File: src/rtl/rv32i_pkg.sv
// Shared RV32I execute-side encodings: ALU opcodes and operand-select constants.
// Imported by the operand stage and its environment.
package rv32i_pkg;

  localparam logic [3:0] ALU_ADD = 4'b0000;
  localparam logic [3:0] ALU_SUB = 4'b0001;
  localparam logic [3:0] ALU_AND = 4'b0010;
  localparam logic [3:0] ALU_OR  = 4'b0011;
  localparam logic [3:0] ALU_XOR = 4'b0100;
  localparam logic [3:0] ALU_SLL = 4'b0101;
  localparam logic [3:0] ALU_SRL = 4'b0110;
  localparam logic [3:0] ALU_SRA = 4'b0111;
  localparam logic [3:0] ALU_LT  = 4'b1000;
  localparam logic [3:0] ALU_LTU = 4'b1001;
  localparam logic [3:0] ALU_NOP = 4'b1010;

  localparam logic SRCA_RS1 = 1'b0;
  localparam logic SRCA_PC  = 1'b1;
  localparam logic SRCB_RS2 = 1'b0;
  localparam logic SRCB_IMM = 1'b1;

endpackage

File: src/rtl/ex_operand_stage_if.sv
// Bundles the decode-side, bypass and execute-side signals of the ID/EX operand stage.
// The stage itself uses the slave modport; its environment uses master.
interface ex_operand_stage_if #(
  parameter int XLEN  = 32,
  parameter int RA_W  = 5,
  parameter int CNT_W = 16
);
  logic              id_valid;
  logic              id_ready;
  logic [XLEN-1:0]   id_pc;
  logic [XLEN-1:0]   id_rs1_data;
  logic [XLEN-1:0]   id_rs2_data;
  logic [XLEN-1:0]   id_imm;
  logic [RA_W-1:0]   id_rs1_addr;
  logic [RA_W-1:0]   id_rs2_addr;
  logic [RA_W-1:0]   id_rd_addr;
  logic              id_rd_we;
  logic [3:0]        id_alu_op;
  logic              id_srca_sel;
  logic              id_srcb_sel;
  logic              flush;

  logic              mem_rd_we;
  logic [RA_W-1:0]   mem_rd_addr;
  logic [XLEN-1:0]   mem_rd_data;
  logic              mem_is_load;
  logic              wb_rd_we;
  logic [RA_W-1:0]   wb_rd_addr;
  logic [XLEN-1:0]   wb_rd_data;

  logic              ex_valid;
  logic              ex_ready;
  logic [XLEN-1:0]   ex_srca;
  logic [XLEN-1:0]   ex_srcb;
  logic [3:0]        ex_alu_op;
  logic [XLEN-1:0]   ex_store_data;
  logic [XLEN-1:0]   ex_pc;
  logic [RA_W-1:0]   ex_rd_addr;
  logic              ex_rd_we;
  logic [CNT_W-1:0]  hazard_stall_cnt;

  modport master (
    output id_valid, id_pc, id_rs1_data, id_rs2_data, id_imm,
           id_rs1_addr, id_rs2_addr, id_rd_addr, id_rd_we, id_alu_op,
           id_srca_sel, id_srcb_sel, flush,
           mem_rd_we, mem_rd_addr, mem_rd_data, mem_is_load,
           wb_rd_we, wb_rd_addr, wb_rd_data, ex_ready,
    input  id_ready, ex_valid, ex_srca, ex_srcb, ex_alu_op, ex_store_data,
           ex_pc, ex_rd_addr, ex_rd_we, hazard_stall_cnt
  );

  modport slave (
    input  id_valid, id_pc, id_rs1_data, id_rs2_data, id_imm,
           id_rs1_addr, id_rs2_addr, id_rd_addr, id_rd_we, id_alu_op,
           id_srca_sel, id_srcb_sel, flush,
           mem_rd_we, mem_rd_addr, mem_rd_data, mem_is_load,
           wb_rd_we, wb_rd_addr, wb_rd_data, ex_ready,
    output id_ready, ex_valid, ex_srca, ex_srcb, ex_alu_op, ex_store_data,
           ex_pc, ex_rd_addr, ex_rd_we, hazard_stall_cnt
  );

endinterface

File: src/rtl/fwd_mux.sv
// Bypass select for one source register: x0 -> 0, else MEM, else WB, else register-file data.
// mem_hit also feeds load-use detection in the parent.
module fwd_mux #(
  parameter int XLEN = 32,
  parameter int RA_W = 5
) (
  input  logic [RA_W-1:0] addr,
  input  logic [XLEN-1:0] reg_data,
  input  logic            mem_rd_we,
  input  logic [RA_W-1:0] mem_rd_addr,
  input  logic [XLEN-1:0] mem_rd_data,
  input  logic            wb_rd_we,
  input  logic [RA_W-1:0] wb_rd_addr,
  input  logic [XLEN-1:0] wb_rd_data,
  output logic [XLEN-1:0] data,
  output logic            mem_hit
);

  logic nonzero;
  logic wb_hit;

  assign nonzero = (addr != '0);
  assign mem_hit = nonzero && mem_rd_we && (mem_rd_addr == addr);
  assign wb_hit  = nonzero && wb_rd_we  && (wb_rd_addr  == addr);

  always_comb begin
    // NOTE: the default comes first so every path assigns data and no latch is inferred.
    data = reg_data;
    if (!nonzero)     data = '0;
    else if (mem_hit) data = mem_rd_data;
    else if (wb_hit)  data = wb_rd_data;
  end

endmodule

File: src/rtl/ex_operand_stage.sv
// ID/EX pipeline register with MEM/WB forwarding, load-use bubble insertion,
// valid/ready flow control, flush, and a saturating hazard-stall counter.
module ex_operand_stage
  import rv32i_pkg::*;
#(
  parameter int XLEN  = 32,
  parameter int RA_W  = 5,
  parameter int CNT_W = 16
) (
  input logic               clk,
  input logic               rst,
  ex_operand_stage_if.slave bus
);

  typedef struct packed {
    logic [XLEN-1:0] pc;
    logic [XLEN-1:0] rs1_data;
    logic [XLEN-1:0] rs2_data;
    logic [XLEN-1:0] imm;
    logic [RA_W-1:0] rs1_addr;
    logic [RA_W-1:0] rs2_addr;
    logic [RA_W-1:0] rd_addr;
    logic            rd_we;
    logic [3:0]      alu_op;
    logic            srca_sel;
    logic            srcb_sel;
  } id_fields_t;

  localparam id_fields_t FIELDS_RST = '{
    pc: '0, rs1_data: '0, rs2_data: '0, imm: '0,
    rs1_addr: '0, rs2_addr: '0, rd_addr: '0, rd_we: 1'b0,
    alu_op: ALU_NOP, srca_sel: SRCA_RS1, srcb_sel: SRCB_RS2
  };

  id_fields_t       fields_r;
  id_fields_t       fields_d;
  logic             valid_r;
  logic [CNT_W-1:0] cnt_r;

  logic [XLEN-1:0]  fwd_rs1;
  logic [XLEN-1:0]  fwd_rs2;
  logic             rs1_mem_hit;
  logic             rs2_mem_hit;
  logic             hz;
  logic             ex_valid_w;
  logic             consume;
  logic             id_ready_w;
  logic             accept;

  assign fields_d = '{
    pc: bus.id_pc, rs1_data: bus.id_rs1_data, rs2_data: bus.id_rs2_data, imm: bus.id_imm,
    rs1_addr: bus.id_rs1_addr, rs2_addr: bus.id_rs2_addr, rd_addr: bus.id_rd_addr,
    rd_we: bus.id_rd_we, alu_op: bus.id_alu_op,
    srca_sel: bus.id_srca_sel, srcb_sel: bus.id_srcb_sel
  };

  fwd_mux #(.XLEN(XLEN), .RA_W(RA_W)) u_fwd_rs1 (
    .addr        (fields_r.rs1_addr),
    .reg_data    (fields_r.rs1_data),
    .mem_rd_we   (bus.mem_rd_we),
    .mem_rd_addr (bus.mem_rd_addr),
    .mem_rd_data (bus.mem_rd_data),
    .wb_rd_we    (bus.wb_rd_we),
    .wb_rd_addr  (bus.wb_rd_addr),
    .wb_rd_data  (bus.wb_rd_data),
    .data        (fwd_rs1),
    .mem_hit     (rs1_mem_hit)
  );

  fwd_mux #(.XLEN(XLEN), .RA_W(RA_W)) u_fwd_rs2 (
    .addr        (fields_r.rs2_addr),
    .reg_data    (fields_r.rs2_data),
    .mem_rd_we   (bus.mem_rd_we),
    .mem_rd_addr (bus.mem_rd_addr),
    .mem_rd_data (bus.mem_rd_data),
    .wb_rd_we    (bus.wb_rd_we),
    .wb_rd_addr  (bus.wb_rd_addr),
    .wb_rd_data  (bus.wb_rd_data),
    .data        (fwd_rs2),
    .mem_hit     (rs2_mem_hit)
  );

  // Either source matching a pending load stalls, even if the sel bits ignore it.
  assign hz         = valid_r && bus.mem_is_load && (rs1_mem_hit || rs2_mem_hit);
  assign ex_valid_w = valid_r && !hz;
  assign consume    = ex_valid_w && bus.ex_ready;
  assign id_ready_w = !bus.flush && (!valid_r || consume);
  assign accept     = bus.id_valid && id_ready_w;

  assign bus.id_ready         = id_ready_w;
  assign bus.ex_valid         = ex_valid_w;
  assign bus.ex_alu_op        = ex_valid_w ? fields_r.alu_op : ALU_NOP;
  assign bus.ex_srca          = (fields_r.srca_sel == SRCA_PC)  ? fields_r.pc  : fwd_rs1;
  assign bus.ex_srcb          = (fields_r.srcb_sel == SRCB_IMM) ? fields_r.imm : fwd_rs2;
  assign bus.ex_store_data    = fwd_rs2;
  assign bus.ex_pc            = fields_r.pc;
  assign bus.ex_rd_addr       = fields_r.rd_addr;
  assign bus.ex_rd_we         = ex_valid_w && fields_r.rd_we;
  assign bus.hazard_stall_cnt = cnt_r;

  // NOTE: sequential state uses non-blocking assignments so every register samples pre-edge values.
  always_ff @(posedge clk or posedge rst) begin
    if (rst) begin
      valid_r  <= 1'b0;
      // NOTE: the data fields are reset as well, so ex_* outputs read 0 out of reset instead of X.
      fields_r <= FIELDS_RST;
      cnt_r    <= '0;
    end else begin
      if (bus.flush) begin
        valid_r <= 1'b0;
      end else if (accept) begin
        valid_r  <= 1'b1;
        fields_r <= fields_d;
      end else if (consume) begin
        valid_r <= 1'b0;
      end

      if (hz && (cnt_r != '1)) cnt_r <= cnt_r + CNT_W'(1);
    end
  end

endmodule

File: src/flat_wrapper.sv
// flat-port wrapper written by rule: the top's interface ports become plain ports
module ex_operand_stage_flat import rv32i_pkg::*;
#(
  parameter int XLEN  = 32,
  parameter int RA_W  = 5,
  parameter int CNT_W = 16
)
  (clk, rst, bus_id_valid, bus_id_pc, bus_id_rs1_data, bus_id_rs2_data, bus_id_imm, bus_id_rs1_addr, bus_id_rs2_addr, bus_id_rd_addr, bus_id_rd_we, bus_id_alu_op, bus_id_srca_sel, bus_id_srcb_sel, bus_flush, bus_mem_rd_we, bus_mem_rd_addr, bus_mem_rd_data, bus_mem_is_load, bus_wb_rd_we, bus_wb_rd_addr, bus_wb_rd_data, bus_ex_ready, bus_id_ready, bus_ex_valid, bus_ex_srca, bus_ex_srcb, bus_ex_alu_op, bus_ex_store_data, bus_ex_pc, bus_ex_rd_addr, bus_ex_rd_we, bus_hazard_stall_cnt);
  ex_operand_stage_if #(.XLEN(XLEN), .RA_W(RA_W), .CNT_W(CNT_W)) bus_i ();
  input logic clk;
  input logic rst;
  input wire logic [$bits(bus_i.id_valid)-1:0] bus_id_valid;
  input wire logic [$bits(bus_i.id_pc)-1:0] bus_id_pc;
  input wire logic [$bits(bus_i.id_rs1_data)-1:0] bus_id_rs1_data;
  input wire logic [$bits(bus_i.id_rs2_data)-1:0] bus_id_rs2_data;
  input wire logic [$bits(bus_i.id_imm)-1:0] bus_id_imm;
  input wire logic [$bits(bus_i.id_rs1_addr)-1:0] bus_id_rs1_addr;
  input wire logic [$bits(bus_i.id_rs2_addr)-1:0] bus_id_rs2_addr;
  input wire logic [$bits(bus_i.id_rd_addr)-1:0] bus_id_rd_addr;
  input wire logic [$bits(bus_i.id_rd_we)-1:0] bus_id_rd_we;
  input wire logic [$bits(bus_i.id_alu_op)-1:0] bus_id_alu_op;
  input wire logic [$bits(bus_i.id_srca_sel)-1:0] bus_id_srca_sel;
  input wire logic [$bits(bus_i.id_srcb_sel)-1:0] bus_id_srcb_sel;
  input wire logic [$bits(bus_i.flush)-1:0] bus_flush;
  input wire logic [$bits(bus_i.mem_rd_we)-1:0] bus_mem_rd_we;
  input wire logic [$bits(bus_i.mem_rd_addr)-1:0] bus_mem_rd_addr;
  input wire logic [$bits(bus_i.mem_rd_data)-1:0] bus_mem_rd_data;
  input wire logic [$bits(bus_i.mem_is_load)-1:0] bus_mem_is_load;
  input wire logic [$bits(bus_i.wb_rd_we)-1:0] bus_wb_rd_we;
  input wire logic [$bits(bus_i.wb_rd_addr)-1:0] bus_wb_rd_addr;
  input wire logic [$bits(bus_i.wb_rd_data)-1:0] bus_wb_rd_data;
  input wire logic [$bits(bus_i.ex_ready)-1:0] bus_ex_ready;
  output wire logic [$bits(bus_i.id_ready)-1:0] bus_id_ready;
  output wire logic [$bits(bus_i.ex_valid)-1:0] bus_ex_valid;
  output wire logic [$bits(bus_i.ex_srca)-1:0] bus_ex_srca;
  output wire logic [$bits(bus_i.ex_srcb)-1:0] bus_ex_srcb;
  output wire logic [$bits(bus_i.ex_alu_op)-1:0] bus_ex_alu_op;
  output wire logic [$bits(bus_i.ex_store_data)-1:0] bus_ex_store_data;
  output wire logic [$bits(bus_i.ex_pc)-1:0] bus_ex_pc;
  output wire logic [$bits(bus_i.ex_rd_addr)-1:0] bus_ex_rd_addr;
  output wire logic [$bits(bus_i.ex_rd_we)-1:0] bus_ex_rd_we;
  output wire logic [$bits(bus_i.hazard_stall_cnt)-1:0] bus_hazard_stall_cnt;
  assign bus_i.id_valid = bus_id_valid;
  assign bus_i.id_pc = bus_id_pc;
  assign bus_i.id_rs1_data = bus_id_rs1_data;
  assign bus_i.id_rs2_data = bus_id_rs2_data;
  assign bus_i.id_imm = bus_id_imm;
  assign bus_i.id_rs1_addr = bus_id_rs1_addr;
  assign bus_i.id_rs2_addr = bus_id_rs2_addr;
  assign bus_i.id_rd_addr = bus_id_rd_addr;
  assign bus_i.id_rd_we = bus_id_rd_we;
  assign bus_i.id_alu_op = bus_id_alu_op;
  assign bus_i.id_srca_sel = bus_id_srca_sel;
  assign bus_i.id_srcb_sel = bus_id_srcb_sel;
  assign bus_i.flush = bus_flush;
  assign bus_i.mem_rd_we = bus_mem_rd_we;
  assign bus_i.mem_rd_addr = bus_mem_rd_addr;
  assign bus_i.mem_rd_data = bus_mem_rd_data;
  assign bus_i.mem_is_load = bus_mem_is_load;
  assign bus_i.wb_rd_we = bus_wb_rd_we;
  assign bus_i.wb_rd_addr = bus_wb_rd_addr;
  assign bus_i.wb_rd_data = bus_wb_rd_data;
  assign bus_i.ex_ready = bus_ex_ready;
  assign bus_id_ready = bus_i.id_ready;
  assign bus_ex_valid = bus_i.ex_valid;
  assign bus_ex_srca = bus_i.ex_srca;
  assign bus_ex_srcb = bus_i.ex_srcb;
  assign bus_ex_alu_op = bus_i.ex_alu_op;
  assign bus_ex_store_data = bus_i.ex_store_data;
  assign bus_ex_pc = bus_i.ex_pc;
  assign bus_ex_rd_addr = bus_i.ex_rd_addr;
  assign bus_ex_rd_we = bus_i.ex_rd_we;
  assign bus_hazard_stall_cnt = bus_i.hazard_stall_cnt;
  ex_operand_stage #(.XLEN(XLEN), .RA_W(RA_W), .CNT_W(CNT_W)) u_core (.clk(clk), .rst(rst), .bus(bus_i));
endmodule
File: config.mk
export PLATFORM = sky130hd
export DESIGN_NAME = ex_operand_stage_flat
export DESIGN_NICKNAME = d
export VERILOG_FILES = /design/src/rtl/rv32i_pkg.sv /design/src/rtl/ex_operand_stage_if.sv /design/src/rtl/fwd_mux.sv /design/src/rtl/ex_operand_stage.sv /design/src/flat_wrapper.sv
export SDC_FILE = /design/constraint.sdc
export NUM_CORES = 1
export LEC_CHECK = 0
export CORE_AREA = 2 2 150 152
export CTS_CLUSTER_DIAMETER = 100
export CTS_CLUSTER_SIZE = 40
export DETAILED_ROUTE_END_ITERATION = 6
export DIE_AREA = 0 0 152 154
export PLACE_DENSITY = 0.8
export SETUP_SLACK_MARGIN = 0.5
export SLEW_MARGIN = 20
export SYNTH_ARGS = -nofsm -noshare
export SYNTH_HDL_FRONTEND = slang
export SYNTH_SLANG_ARGS = --single-unit
File: constraint.sdc
create_clock -name clk -period 13.37 [get_ports clk]
set_input_delay 3.3425 -clock clk [delete_from_list [all_inputs] [get_ports clk]]
set_output_delay 3.3425 -clock clk [all_outputs]
set_load 0.03 [all_outputs]
==> flow_metrics.env, run 1 <==
export IMPL_setup_ws_ns=3.65
export IMPL_peakVddDrop_uv=94.8
export IMPL_grt_overflow=0
export IMPL_wl_um=30800
export IMPL_yosysSeqAreaShare=0.439
export IMPL_gp_congestion=0.868
export IMPL_rsz0062_at_grt="no"
export IMPL_cts_sinks=167
export IMPL_synth_seq_cells=167
export IMPL_dp_slack_ns=3.68
export IMPL_swShare=0.362
export IMPL_pwr_share_clk=0.247
export IMPL_core_area_mm2=0.0217
export IMPL_hold_viol_final=0
export IMPL_maxCapViolations=0
export IMPL_synth_most_common_cell="dfrtp_1"
export IMPL_worstRegToRegCells=9
export IMPL_die_y_um=154
export IMPL_layout_worst_path_cycle_share=0.727
export IMPL_yosys_top_cells_count="dfrtp_1, mux2_4, nor2_1"
export IMPL_cts_max_level=4
export IMPL_multi_input_comb_area_mm2=0.00479
export IMPL_yosysWarnings=0
export IMPL_p_switching_uw=749
export IMPL_cts_resized=0
export IMPL_io_buffers=387
export IMPL_clk_latency_ns=0.43
export IMPL_drive_gt1_frac=0.183
export IMPL_yosysTopAreaCell="dfrtp_1"
export IMPL_rows=54
export IMPL_cts_buffer_depth=2
export IMPL_grt_max_degree=94
export IMPL_fp_dieArea_mm2=0.0234
export IMPL_power_leakage_nw=5.92
export IMPL_dp_cells=1389
export IMPL_ys_top_cells_by_area="dfrtp_1, mux2_4, mux2i_1"
export IMPL_start_util=0.440
export IMPL_syn_inst=802
export IMPL_synth_edf_count=0
export IMPL_syn_cell_area_mm2=0.00953
export IMPL_internal_power_mw=1.32
export IMPL_pin_count=388
export IMPL_tns_ns=0
export IMPL_seqCellArea_mm2=0.00418
export IMPL_grt_pass1_wl_um=47200
export IMPL_setup_viol=0
export IMPL_combPwrFrac=0.433
export IMPL_finalClockSkew_ns=0.0113
export IMPL_syn_num_nets=1035
export IMPL_die_w_um=152
export IMPL_postCtsHoldBufs=0
export IMPL_outcome="finished, final reports clean"
export IMPL_critPathKind="input pin to primary output"
export IMPL_nets=1361
export IMPL_avgRoutedWirePerCell_um=21.7
export IMPL_clockRootBuffer="clkbuf_16"
export IMPL_synth_async_reset_ratio=1.00
export IMPL_grtUsageTotal=0.260
export IMPL_path_max_fanout=32
export IMPL_relSlewSlack=0.308
export IMPL_first_global_vias=7940
export IMPL_vias=7593
export IMPL_syn2layout_area_growth_pct=45.9
export IMPL_drt_pass1_iter_count=5
export IMPL_avgSynthCellArea_um2=11.9
export IMPL_post_route_drc_count=0
export IMPL_cts_clk_slew_worst_paths_ns=0.07
export IMPL_drt_iter0_drc=377
export IMPL_synth_ff_type="dfrtp_1"
export IMPL_ys_types=40
export IMPL_period_minus_slack_ns=9.72
export IMPL_fmax_mhz=103
export IMPL_cellPowerDensity_mw_per_mm2=149
export IMPL_post_cts_setup_buffer_count=0
export IMPL_yosysTopAreaCellShare=0.433
export IMPL_hold_class="register to register"
export IMPL_fin_cells=1422
export IMPL_start_kind="input pin"
export IMPL_antenna_found_initial=1
export IMPL_avgViaCountPerCell=5.34
export IMPL_min_delay_path_depth=1
export IMPL_worstPathArrival_ns=6.38
export IMPL_nFillCells=1747
export IMPL_cp_required_ns=10.03
export IMPL_pwr_share_seq=0.321
export IMPL_cts_buffers=17
export IMPL_maxSlewViolCount=0
export IMPL_post_route_util=0.641
export IMPL_cts_tree="built"
export IMPL_dp_hpwl_um=22200
export IMPL_endpoint_kind="primary output"
export IMPL_worst_pin_slew_ns=1.04
export IMPL_ant_nets=0
-- registers in the layout, indices dropped and copies added (netlist names) --
register / cells
u_core.valid_r: 1
u_core.bus.ex_rd_addr: 5
u_core.fields_r: 113
u_core.bus.ex_pc: 32
u_core.bus.hazard_stall_cnt: 16
-- stage by stage --
step           hold WS, ns  total power, mW  instance area [µm²]
6_report             0.502             2.07                13900
3_3_place_gp         0.478             1.55                13300
3_5_place_dp         0.485             1.57                13300
5_1_grt              0.514             2.16                13900
2_1_floorplan        0.471             1.22                 9530
4_1_cts              0.498             2.09                13900
-- metal layers --
metal | up-vias | track usage | routed length (µm) | share of wire
met3 | 68 | 0.0567 | 1770 | 0.057
li1 | 3484 | - | - | -
met4 | 0 | 0.120 | 1230 | 0.040
met5 | - | 0 | 0 | 0
met1 | 3718 | 0.312 | 12400 | 0.40
met2 | 323 | 0.447 | 15400 | 0.50
-- placed cells by master (no fill, tap or decap), types with 17 or more instances in the layout --
| cell type | count |
|---|---|
| dfrtp_1 | 164 |
| nor2_1 | 72 |
| mux2i_1 | 64 |
| a21oi_1 | 65 |
| clkbuf_16 | 17 |
| a22o_1 | 64 |
| clkdlybuf4s50_1 | 387 |
| xnor2_1 | 19 |
| mux2_2 | 51 |
| nor2b_1 | 32 |
| mux2_4 | 100 |
-- power by group through the flow --
stage          sequential (mW)  combinational, mW  clock [mW]
4_1_cts                  0.662              0.901       0.523
5_1_grt                  0.674              0.940       0.546
6_report                 0.664              0.896       0.511
3_3_place_gp             0.667              0.888           0
3_5_place_dp             0.671              0.897           0
2_1_floorplan            0.646              0.576           0
-- critical path, cell delays in order --
cell and delay, ns:
clkdlybuf4s50_1 0.51, xnor2_1 0.13, nand4_1 0.17, nor4_4 0.15, buf_4 0.58, mux2i_1 0.16
a21oi_1 0.46, nor2b_1 0.19, clkdlybuf4s50_1 0.67
-- cells by family after synthesis --
group	share of synthesized area
xor+xnor	0.0322
buf+inv	0.0623
mux	0.285
fa+ha+maj	0.00131
flops	0.439
simple gates	0.0823
compound gates	0.0984
-- layout make-up --
class	count	area share
multi-input combinational	540	0.345
sequential	167	0.301
timing repair buffer	398	0.284
clock buffer	18	0.0316
tap	280	0.0252
clock inverter	14	0.0120
inverter	4	0.00144
antenna	1	0.000180
-- path summary, 6_finish.rpt --
path,from,to,slack [ns]
max,bus_wb_rd_addr[4],bus_ex_store_data[22],3.65
min,u_core.bus.hazard_stall_cnt[14],u_core.bus.hazard_stall_cnt[14],0.50
max reg2reg,u_core.fields_r[16],u_core.bus.ex_pc[16],9.51
min reg2reg,u_core.bus.hazard_stall_cnt[14],u_core.bus.hazard_stall_cnt[14],0.50
max in group asynchronous,rst,u_core.fields_r[27],8.33
min in group asynchronous,rst,u_core.fields_r[6],3.47
No activity file was read; power rests on OpenSTA's default activity.
==> inputs of run 2 (changes only) <==
--- a/config.mk
+++ b/config.mk
@@ -5,12 +5,11 @@
 export SDC_FILE = /design/constraint.sdc
 export NUM_CORES = 1
 export LEC_CHECK = 0
-export CORE_AREA = 2 2 150 152
+export CORE_UTILIZATION = 40
 export CTS_CLUSTER_DIAMETER = 100
 export CTS_CLUSTER_SIZE = 40
 export DETAILED_ROUTE_END_ITERATION = 6
-export DIE_AREA = 0 0 152 154
-export PLACE_DENSITY = 0.8
+export PLACE_DENSITY = 0.77
 export SETUP_SLACK_MARGIN = 0.5
 export SLEW_MARGIN = 20
 export SYNTH_ARGS = -nofsm -noshare
==> constraint.sdc (replaced) <==
create_clock -name clk -period 8.2 [get_ports clk]
set_input_delay 2.05 -clock clk [delete_from_list [all_inputs] [get_ports clk]]
set_output_delay 2.05 -clock clk [all_outputs]
set_load 0.03 [all_outputs]
==> run 2 against run 1 <==
  * First-iteration DRC count increased by 15%
  * Largest cell class unchanged
  * Critical path depth down 1
  * Via count increased by 1.8%
  * Sequential cell count did not move
  * Clock power rose by 56%
  * Cell area grew 0.35%
  * Global-route usage decreased by 0.18 points
==> flow_metrics.env, run 2 (synthesis results as in run 1) <==
export IMPL_outcome="finished, final reports clean"
export IMPL_drt_pass1_iter_count=5
export IMPL_pin_count=388
export IMPL_cp_required_ns=6.15
export IMPL_hold_viol_final=0
export IMPL_dp_hpwl_um=22600
export IMPL_peakVddDrop_uv=119
export IMPL_rsz0062_at_grt="no"
export IMPL_cts_buffers=17
export IMPL_worst_pin_slew_ns=1.08
export IMPL_start_util=0.407
export IMPL_core_area_mm2=0.0234
export IMPL_hold_class="register to register"
export IMPL_layout_common_cells="clkdlybuf4s50_1, dfrtp_1, mux2_4, nor2_1, a21oi_1"
export IMPL_finalClockSkew_ns=0.0136
export IMPL_vias=7733
export IMPL_nFillCells=1976
export IMPL_die_w_um=156
export IMPL_layout_commonest_cell="clkdlybuf4s50_1"
export IMPL_avgRoutedWirePerCell_um=21.5
export IMPL_grt_pass1_wl_um=46800
export IMPL_cts_sinks=167
export IMPL_critical_path_max_stage_delay_ns=0.69
export IMPL_drive_gt1_frac=0.184
export IMPL_cp_common_cell="clkdlybuf4s50_1"
export IMPL_slowest_stage="or3_2"
export IMPL_maxCapViolations=0
export IMPL_wl_um=31500
export IMPL_clockRootBuffer="clkbuf_16"
export IMPL_worstPathCellList="clkdlybuf4s50_1, xnor2_1, nand4_1, or3_2, buf_4, a21oi_1, nor2b_1, clkdlybuf4s50_1"
export IMPL_cts_resized=0
export IMPL_antenna_found_initial=1
export IMPL_cts_buffer_depth=2
export IMPL_avgViaCountPerCell=5.29
export IMPL_gp_congestion=0.887
export IMPL_power_leakage_nw=5.93
export IMPL_tns_ns=0
export IMPL_fmax_mhz=138
export IMPL_nets=1363
export IMPL_cts_clk_slew_worst_paths_ns=0.07
export IMPL_whs_ns=0.494
export IMPL_post_cts_setup_buffer_count=0
export IMPL_path_max_fanout=42
export IMPL_cts_tree="built"
export IMPL_cts_max_level=4
export IMPL_period_minus_slack_ns=7.26
export IMPL_maxSlewViolCount=0
export IMPL_endpoint_kind="primary output"
export IMPL_die_y_um=156
export IMPL_relSlewSlack=0.276
export IMPL_grt_max_degree=110
export IMPL_rows=56
export IMPL_io_buffers=387
export IMPL_multi_input_comb_area_mm2=0.00479
export IMPL_grt_overflow=0
export IMPL_ant_nets=0
export IMPL_seqCellArea_mm2=0.00418
export IMPL_first_global_vias=7959
export IMPL_cellPowerDensity_mw_per_mm2=240
export IMPL_critPathKind="input pin to primary output"
export IMPL_postCtsHoldBufs=0
export IMPL_setup_viol=0
export IMPL_start_kind="input pin"
export IMPL_clk_latency_ns=0.42
export IMPL_syn2layout_area_growth_pct=46.4
export IMPL_top_register="u_core.fields_r"
export IMPL_largest_reg_flops=113
export IMPL_drt_iter0_drc=434
export IMPL_fp_dieArea_mm2=0.0245
export IMPL_post_route_drc_count=0
export IMPL_layout_worst_path_cycle_share=0.885
export IMPL_worstPathArrival_ns=5.21
export IMPL_grtUsageTotal=0.258
==> run 2: changes by cell type in the layout (fill, tap and decap cells not counted), sizes merged <==
| cell | before | now |
|---|---|---|
| clkinv | 5 | 2 |
| clkinvlp | 2 | 1 |
| bufinv | 2 | 0 |
| buf | 11 | 13 |
| inv | 9 | 15 |
==> run 2: metrics by stage <==
stage | total power, mW | cell area, µm² | util | worst slack (ns) | cells
3_5_place_dp | 2.56 | 13400 | 0.572 | 0.935 | 1430
3_3_place_gp | 2.54 | 13400 | 0.572 | 0.964 | 1430
2_1_floorplan | 1.99 | 9530 | - | 1.63 | 802
4_1_cts | 3.37 | 14000 | 0.596 | 0.929 | 1462
5_1_grt | 3.49 | 14000 | 0.596 | 0.779 | 1463
6_report | 3.34 | 14000 | 0.596 | 0.941 | 1463
==> run 2: worst max-delay path: cells and delay by family <==
kind	cells	cell delay, ns
AND/OR/NAND/NOR	3	1.03
XOR/XNOR	1	0.14
buffers and inverters	3	1.57
AO/OA/AOI/OAI	1	0.39
==> run 2: worst paths after layout <==
| kind | startpoint | end | slack (ns) | depth (start not counted) |
|---|---|---|---|---|
| worst max-delay path | bus_mem_rd_addr[0] | bus_ex_store_data[23] | 0.94 | 8 |
| min in group asynchronous | rst | u_core.bus.ex_rd_addr[1] | 2.06 | 2 |
| max in group asynchronous | rst | u_core.fields_r[117] | 4.95 | 3 |
| worst max register to register | u_core.fields_r[12] | u_core.fields_r[64] | 5.15 | 8 |
| worst min-delay path | u_core.bus.hazard_stall_cnt[13] | u_core.bus.hazard_stall_cnt[13] | 0.49 | 1 |
| worst min register to register | u_core.bus.hazard_stall_cnt[13] | u_core.bus.hazard_stall_cnt[13] | 0.49 | 1 |
==> run 2: area by class of cell <==
| class | count | share of cell area |
|---|---|---|
| diodes | 1 | 0.000179 |
| clock buffers | 18 | 0.0315 |
| clock inverters | 14 | 0.00914 |
| inverters | 4 | 0.00143 |
| multi-input cells | 540 | 0.343 |
| flip-flops and latches | 167 | 0.300 |
| well taps | 319 | 0.0286 |
| repair buffers | 400 | 0.286 |
==> run 2: routing by layer <==
metal  GRT usage  part of all wire  up-vias
met5           0                 0        -
met4       0.115             0.032        0
met3      0.0626             0.073       69
met2       0.439              0.49      366
met1       0.308              0.40     3815
li1            -                 -     3483
==> run 2: power breakdown <==
part           internal [mW]  switching, mW
clock                  0.412          0.383
combinational          0.725          0.751
sequential             0.966          0.106
total                   2.10           1.24
